## config.mk

```make
export PLATFORM = sky130hd
export DESIGN_NAME = control_unit
export DESIGN_NICKNAME = d
export VERILOG_FILES = /design/src/rtl/cu_pkg.sv /design/src/rtl/cu_alu_decode.sv /design/src/rtl/control_unit.sv
export SDC_FILE = /design/constraint.sdc
export NUM_CORES = 1
export LEC_CHECK = 0
export ABC_CLOCK_PERIOD_IN_PS = 4200
export CAP_MARGIN = 40
export CORE_AREA = 5 5 76 78
export CTS_CLUSTER_DIAMETER = 60
export DETAILED_ROUTE_END_ITERATION = 8
export DIE_AREA = 0 0 81 83
export SLEW_MARGIN = 20
export SYNTH_ARGS = -nofsm -noshare
export SYNTH_HDL_FRONTEND = slang
export SYNTH_SLANG_ARGS = --single-unit
```

## constraint.sdc

```tcl
create_clock -name clk -period 4.2 [get_ports clk]
set_input_delay 0.63 -clock clk [delete_from_list [all_inputs] [get_ports clk]]
set_output_delay 0.63 -clock clk [all_outputs]
set_load 0.1 [all_outputs]
```

## src/rtl/cu_pkg.sv

```systemverilog
// Shared constants for the Mini-SRC control unit: instruction opcodes, ALU operation codes
// and sequencer state encodings.
package cu_pkg;

  localparam logic [4:0] OpLd   = 5'd0;
  localparam logic [4:0] OpLdi  = 5'd1;
  localparam logic [4:0] OpSt   = 5'd2;
  localparam logic [4:0] OpAdd  = 5'd3;
  localparam logic [4:0] OpSub  = 5'd4;
  localparam logic [4:0] OpAnd  = 5'd5;
  localparam logic [4:0] OpOr   = 5'd6;
  localparam logic [4:0] OpShr  = 5'd7;
  localparam logic [4:0] OpShra = 5'd8;
  localparam logic [4:0] OpShl  = 5'd9;
  localparam logic [4:0] OpRor  = 5'd10;
  localparam logic [4:0] OpRol  = 5'd11;
  localparam logic [4:0] OpAddi = 5'd12;
  localparam logic [4:0] OpAndi = 5'd13;
  localparam logic [4:0] OpOri  = 5'd14;
  localparam logic [4:0] OpMul  = 5'd15;
  localparam logic [4:0] OpDiv  = 5'd16;
  localparam logic [4:0] OpNeg  = 5'd17;
  localparam logic [4:0] OpNot  = 5'd18;
  localparam logic [4:0] OpBr   = 5'd19;
  localparam logic [4:0] OpJr   = 5'd20;
  localparam logic [4:0] OpJal  = 5'd21;
  localparam logic [4:0] OpIn   = 5'd22;
  localparam logic [4:0] OpOut  = 5'd23;
  localparam logic [4:0] OpMfhi = 5'd24;
  localparam logic [4:0] OpMflo = 5'd25;
  localparam logic [4:0] OpNop  = 5'd26;
  localparam logic [4:0] OpHalt = 5'd27;

  localparam logic [3:0] AluAdd  = 4'd0;
  localparam logic [3:0] AluSub  = 4'd1;
  localparam logic [3:0] AluAnd  = 4'd2;
  localparam logic [3:0] AluOr   = 4'd3;
  localparam logic [3:0] AluShr  = 4'd4;
  localparam logic [3:0] AluShra = 4'd5;
  localparam logic [3:0] AluShl  = 4'd6;
  localparam logic [3:0] AluRor  = 4'd7;
  localparam logic [3:0] AluRol  = 4'd8;
  localparam logic [3:0] AluMul  = 4'd9;
  localparam logic [3:0] AluDiv  = 4'd10;
  localparam logic [3:0] AluNeg  = 4'd11;
  localparam logic [3:0] AluNot  = 4'd12;

  localparam logic [1:0] StReset = 2'd0;
  localparam logic [1:0] StRun   = 2'd1;
  localparam logic [1:0] StHalt  = 2'd2;
  localparam logic [1:0] StPause = 2'd3;

endpackage

```

## src/rtl/cu_alu_decode.sv

```systemverilog
// Combinational opcode to ALU operation mapping; address arithmetic (ld/ldi/st/br) uses ADD.
module cu_alu_decode
  import cu_pkg::*;
(
  input  logic [4:0] in_opcode,
  output logic [3:0] out_alu_code
);

  always_comb begin
    out_alu_code = AluAdd;
    case (in_opcode)
      OpSub:         out_alu_code = AluSub;
      OpAnd, OpAndi: out_alu_code = AluAnd;
      OpOr, OpOri:   out_alu_code = AluOr;
      OpShr:         out_alu_code = AluShr;
      OpShra:        out_alu_code = AluShra;
      OpShl:         out_alu_code = AluShl;
      OpRor:         out_alu_code = AluRor;
      OpRol:         out_alu_code = AluRol;
      OpMul:         out_alu_code = AluMul;
      OpDiv:         out_alu_code = AluDiv;
      OpNeg:         out_alu_code = AluNeg;
      OpNot:         out_alu_code = AluNot;
      default:       out_alu_code = AluAdd;
    endcase
  end

endmodule

```

## src/rtl/control_unit.sv

```systemverilog
// Hardwired Mini-SRC control sequencer: fetch T0-T2, opcode-dependent execute T3-T7.
// Optional single-step mode (PAUSE state, in_step_go input) under CU_SINGLE_STEP_EN.
module control_unit
  import cu_pkg::*;
#(
  parameter int unsigned LAST_STEP = 7
) (
  input  logic        clk,
  input  logic        in_reset,
  input  logic [31:0] in_ir,
  input  logic        in_branch,
`ifdef CU_SINGLE_STEP_EN
  input  logic        in_step_go,
`endif
  output logic [3:0]  out_alu_opcode,
  output logic        out_reg_clear, out_mdr_select, out_inc_pc,
  output logic        out_gra, out_grb, out_grc, out_ba_read,
  output logic        out_regfile_read, out_hi_read, out_lo_read, out_z_hi_read, out_z_lo_read,
  output logic        out_pc_read, out_mdr_read, out_inport_read, out_c_read, out_mem_read,
  output logic        out_regfile_write, out_hi_write, out_lo_write, out_z_write, out_pc_write,
  output logic        out_mdr_write, out_ir_write, out_y_write, out_mar_write, out_mem_write,
  output logic        out_outport_write, out_con_write,
  output logic [2:0]  out_step,
  output logic        out_halted,
  output logic        out_illegal
);

  localparam logic [2:0] LastStep = 3'(LAST_STEP);

  logic [1:0] state_q, state_d;
  logic [2:0] step_q, step_d;
  logic       illegal_q, illegal_d;
  logic [4:0] opcode;
  logic [3:0] alu_code;
  logic       last_step, stop_ok, stop_bad;
  logic       unused_ir;

  assign opcode    = in_ir[31:27];
  assign unused_ir = ^in_ir[26:0];
  assign out_step  = step_q;

  cu_alu_decode u_alu_decode (
    .in_opcode   (opcode),
    .out_alu_code(alu_code)
  );

  always_comb begin
    out_alu_opcode = AluAdd;
    {out_reg_clear, out_mdr_select, out_inc_pc, out_gra, out_grb, out_grc, out_ba_read} = '0;
    {out_regfile_read, out_hi_read, out_lo_read, out_z_hi_read, out_z_lo_read, out_pc_read,
     out_mdr_read, out_inport_read, out_c_read, out_mem_read} = '0;
    {out_regfile_write, out_hi_write, out_lo_write, out_z_write, out_pc_write, out_mdr_write,
     out_ir_write, out_y_write, out_mar_write, out_mem_write, out_outport_write,
     out_con_write} = '0;
    out_halted  = 1'b0;
    out_illegal = 1'b0;
    last_step   = 1'b0;
    stop_ok     = 1'b0;
    stop_bad    = 1'b0;
    case (state_q)
      StReset: out_reg_clear = 1'b1;
      StHalt: begin
        out_halted  = 1'b1;
        out_illegal = illegal_q;
      end
      StPause: ;
      StRun: begin
        case (step_q)
          3'd0: {out_pc_read, out_mar_write, out_inc_pc, out_pc_write, out_mem_read} = '1;
          3'd1: {out_mdr_select, out_mdr_write} = '1;
          3'd2: begin
            {out_mdr_read, out_ir_write} = '1;
            last_step = (opcode == OpNop);
          end
          default: begin
            case (opcode)
              OpAdd, OpSub, OpAnd, OpOr, OpShr, OpShra, OpShl, OpRor, OpRol,
              OpAddi, OpAndi, OpOri: begin
                case (step_q)
                  3'd3: {out_grb, out_regfile_read, out_y_write} = '1;
                  3'd4: begin
                    if (opcode inside {OpAddi, OpAndi, OpOri}) out_c_read = 1'b1;
                    else {out_grc, out_regfile_read} = '1;
                    out_alu_opcode = alu_code;
                    out_z_write    = 1'b1;
                  end
                  default: begin
                    {out_z_lo_read, out_gra, out_regfile_write} = '1;
                    last_step = 1'b1;
                  end
                endcase
              end
              OpLdi, OpLd, OpSt: begin
                case (step_q)
                  3'd3: {out_grb, out_ba_read, out_y_write} = '1;
                  3'd4: begin
                    out_c_read     = 1'b1;
                    out_alu_opcode = alu_code;
                    out_z_write    = 1'b1;
                  end
                  3'd5: begin
                    out_z_lo_read = 1'b1;
                    if (opcode == OpLdi) begin
                      {out_gra, out_regfile_write} = '1;
                      last_step = 1'b1;
                    end else begin
                      out_mar_write = 1'b1;
                      out_mem_read  = (opcode == OpLd);
                    end
                  end
                  3'd6: begin
                    // st drives Ra onto the bus, so MDR takes the bus path here
                    if (opcode == OpLd) {out_mem_read, out_mdr_select, out_mdr_write} = '1;
                    else {out_gra, out_regfile_read, out_mdr_write} = '1;
                  end
                  default: begin
                    if (opcode == OpLd) {out_mdr_read, out_gra, out_regfile_write} = '1;
                    else out_mem_write = 1'b1;
                    last_step = 1'b1;
                  end
                endcase
              end
              OpMul, OpDiv: begin
                case (step_q)
                  3'd3: {out_gra, out_regfile_read, out_y_write} = '1;
                  3'd4: begin
                    {out_grb, out_regfile_read, out_z_write} = '1;
                    out_alu_opcode = alu_code;
                  end
                  3'd5: {out_z_lo_read, out_lo_write} = '1;
                  default: begin
                    {out_z_hi_read, out_hi_write} = '1;
                    last_step = 1'b1;
                  end
                endcase
              end
              OpNeg, OpNot: begin
                if (step_q == 3'd3) begin
                  {out_grb, out_regfile_read, out_z_write} = '1;
                  out_alu_opcode = alu_code;
                end else begin
                  {out_z_lo_read, out_gra, out_regfile_write} = '1;
                  last_step = 1'b1;
                end
              end
              OpBr: begin
                case (step_q)
                  3'd3: {out_gra, out_regfile_read, out_con_write} = '1;
                  3'd4: {out_pc_read, out_y_write} = '1;
                  3'd5: begin
                    {out_c_read, out_z_write} = '1;
                    out_alu_opcode = alu_code;
                  end
                  default: begin
                    out_z_lo_read = 1'b1;
                    out_pc_write  = in_branch;
                    last_step     = 1'b1;
                  end
                endcase
              end
              OpJr: begin
                {out_gra, out_regfile_read, out_pc_write} = '1;
                last_step = 1'b1;
              end
              OpIn: begin
                {out_inport_read, out_gra, out_regfile_write} = '1;
                last_step = 1'b1;
              end
              OpOut: begin
                {out_gra, out_regfile_read, out_outport_write} = '1;
                last_step = 1'b1;
              end
              OpMfhi: begin
                {out_hi_read, out_gra, out_regfile_write} = '1;
                last_step = 1'b1;
              end
              OpMflo: begin
                {out_lo_read, out_gra, out_regfile_write} = '1;
                last_step = 1'b1;
              end
              OpHalt:  stop_ok = 1'b1;
              OpJal:   stop_bad = 1'b1;
              default: stop_bad = 1'b1;
            endcase
          end
        endcase
      end
      default: out_reg_clear = 1'b1;
    endcase
  end

  always_comb begin
    state_d   = state_q;
    step_d    = step_q;
    illegal_d = illegal_q;
    case (state_q)
      StReset: begin
        state_d   = StRun;
        step_d    = '0;
        illegal_d = 1'b0;
      end
      StRun: begin
        if (stop_ok || stop_bad) begin
          state_d   = StHalt;
          step_d    = '0;
          illegal_d = stop_bad;
        end else if (last_step || step_q == LastStep) begin
          step_d = '0;
`ifdef CU_SINGLE_STEP_EN
          state_d = StPause;
`endif
        end else begin
          step_d = step_q + 3'd1;
        end
      end
      StPause: begin
`ifdef CU_SINGLE_STEP_EN
        if (in_step_go) begin
          state_d = StRun;
          step_d  = '0;
        end
`else
        state_d = StRun;
        step_d  = '0;
`endif
      end
      default: ;
    endcase
  end

  always_ff @(posedge clk or posedge in_reset) begin
    if (in_reset) begin
      state_q   <= StReset;
      step_q    <= '0;
      illegal_q <= 1'b0;
    end else begin
      state_q   <= state_d;
      step_q    <= step_d;
      illegal_q <= illegal_d;
    end
  end

endmodule
```

==> metrics.txt, run 1 <==
status finished clean; Rel. slew slack 0.510; count of cell types in the netlist 49; critical path required time approximately 3.6 ns; violation count after the first detailed-route iteration 133; Leakage Power a little over 0.9 nW; Min-Delay Path Class flop to flop; Fin Setup TNS 0 ns; layout cells sized above 1 0.245; GRT Resource Usage Total 0.146; Critical Path Start Type input pin; core area between 0.005 and 0.006 mm²; Cell Count Post-Placement 332; antenna-violating nets left 0; Cell Chain, Critical Path clkdlybuf4s50_1 > inv_1 > ha_1 > or3_4 > nor2_2 > o22ai_1 > a31oi_1 > nor2_2 > and2_2 > buf_12; Final Hold Fails 0; CTS root buffer clkbuf_8; Final Wtd Congestion roughly 0.88; Synth Flop Type dfrtp_1; GR Overflow Total 0; cell repeated most along the worst path nor2_2; Slowest-stage cell, CP clkdlybuf4s50_1; clk_skew ~0.0025 ns; Yosys warning total 0; Die Wd a little over 80 µm; most common cell after layout, fill and taps aside nor2_1; DP HPWL 3940 µm; P_int just over 0.6 mW; initial cell density of the core 0.288; CTS resizes 0; Post-Syn Instances 218; area leader, netlist ha_1; Die Height around 83 µm; Crit path max-delay family simple AND/OR/NAND/NOR gates; CTS H-tree lvls 1; Skew-Pair Late Insertion Delay between 0.2 and 0.25 ns; Fmax around 260 MHz; top-area cell type share of the netlist area 0.130; vias 1739; Peak VDD IR between 0.0005 and 0.0006 V; Sinks on Clock Net 6; largest fanout on the critical path 8; sequential power share 0.066; max-slew violation count 0; final net count around 320; buffers added on ports 45; fillcell total 527; largest net degree at the start of global routing 25; worst-margin pin slew between 0.7 and 0.8 ns; syn_nets roughly 270; Setup violations, final 0; PwrDens between 700 and 800 mW/mm²; Setup Fix Bufs, Post-CTS 0; final period utilization 0.908; Max-Cap Viols 0; Max Root-Sink Buffers 2; Routed WL slightly below 5000 µm; # IOs 73; first-pass GRT wire length approximately 8100 µm; Clk pwr share 0.052; switching power approximately 1.0 mW; most frequent cells in the layout nor2_1, buf_12, buf_4, nand2_1, ha_1; DRT Pass-1 Iters 4; register area share after synthesis 0.104; Yosys reg bits 6; CTS tree built; average size of a mapped cell between 6 and 7 µm²; Worst EP arrival 3.18 ns; DRC viols 0; slowest stage delay, CP approximately 0.56 ns; die area slightly below 0.007 mm²; Post-synth EDFFs 0; total CTS buffers 3; synth top area cells ha_1, dfrtp_1, nor2_1; Antenna diodes 0; Routed WL per cell ~15 µm; crit path kind input pin to output pin; crit path time final approximately 3.8 ns; layout overhead on the synthesized area 59.1%; drt via density 5.19; RSZ-0062 raised after global routing no; Worst setup EP type output pin; switching share of power 0.633; ys async rst share 1.00; fin util 0.459; standard-cell rows 26; Gate power share 0.881; synthesized area 0.00144 mm²; initial antenna violation count 0; vias in the first global route around 1700; CP Buf/Inv Count 3; CTS Hold Bufs 0; final std cells w/o fill approximately 340; clock-pin slew on the worst setup and hold paths 0.04 ns
## sequential cells by signal, indices dropped and copies added, names as in the netlist
register   count
out_step       3
state_q        2
illegal_q      1
## worst reg2reg max path: stages (launching register included)
cell and delay (ns):
dfrtp_1 0.46, ha_1 0.39, nand2b_1 0.22, a21boi_0 0.61, o21ai_0 0.30, a2bb2oi_2 0.22
a21oi_1 0.20, a21oi_1 0.06
## through the flow
| stage | setup slack, ns | hold WS [ns] | instance area [µm²] | power [mW] |
|---|---|---|---|---|
| after floorplan | -0.472 | 0.421 | 1480 | 1.13 |
| after detailed placement | 0.388 | 0.511 | 2260 | 1.57 |
| after CTS | 0.383 | 0.518 | 2300 | 1.66 |
| after global placement | 0.409 | 0.506 | 2170 | 1.50 |
| after global routing | 0.267 | 0.561 | 2300 | 1.74 |
| final | 0.388 | 0.514 | 2300 | 1.65 |
## cell type report
class / count / area [µm²] / area share
flip-flops and latches: 6 / 150 / 0.0654
multi-input cells: 184 / 1200 / 0.522
inverters: 13 / 48.8 / 0.0212
well taps: 70 / 87.6 / 0.0381
repair buffers: 59 / 771 / 0.336
clock buffers: 3 / 41.3 / 0.0180
## power by group through the flow
stage          logic (mW)  clock network (mW)  registers, mW
2_1_floorplan       0.928                   0          0.198
3_5_place_dp         1.46                   0          0.110
5_1_grt              1.53              0.0909          0.115
3_3_place_gp         1.39                   0          0.109
4_1_cts              1.46              0.0875          0.109
6_report             1.45              0.0862          0.109
## synthesized netlist by cell type, types with 2 or more instances
master	instances
nor2_1	28
nand2_1	18
ha_1	15
inv_1	13
a21oi_1	12
nor3_1	12
o21ai_0	11
a31oi_1	9
and2_1	9
nor2b_1	7
o22ai_1	7
clkbuf_1	6
dfrtp_1	6
nand2b_1	5
and3_1	4
buf_4	4
nor4_1	4
o21a_1	4
a21o_1	3
buf_2	3
nand3_1	3
o31ai_1	3
a21boi_0	2
and4_1	2
nor2_2	2
o21ai_1	2
or3_1	2
## cell families (layout without fill, tap and decap cells)
group,after synthesis,count (layout),share of synthesized area
mux,1,1,0.00693
buf+inv,28,75,0.0910
compound gates,65,65,0.302
simple gates,102,102,0.360
flops,6,6,0.104
xor+xnor,1,1,0.00607
fa+ha+maj,15,15,0.130
## layer usage
metal  up-vias  part of all wire  routed length [µm]  global-route usage
met4         0             0.013                  62              0.0384
met1       797              0.43                2130               0.192
met5         -                 0                   0                   0
li1        874                 -                   -                   -
met3         6             0.059                 292              0.0119
met2        62              0.49                2430               0.252
## final timing paths
path,from,end,slack (ns),depth (start not counted)
min in group asynchronous,in_reset,out_step[0],0.62,2
max in group asynchronous,in_reset,illegal_q,3.39,2
hold / removal,state_q[0],state_q[0],0.51,1
setup reg to reg,out_step[0],state_q[1],1.62,7
hold reg to reg,state_q[0],state_q[0],0.51,1
setup / recovery,in_ir[27],out_alu_opcode[3],0.39,10
No activity file was read; power rests on OpenSTA's default activity.
==> inputs of run 2 (changes only) <==
CTS_CLUSTER_DIAMETER = default   (was 60)
==> results of run 2 <==
No change in the layout: final DEF, timing and power equal those of run 1.
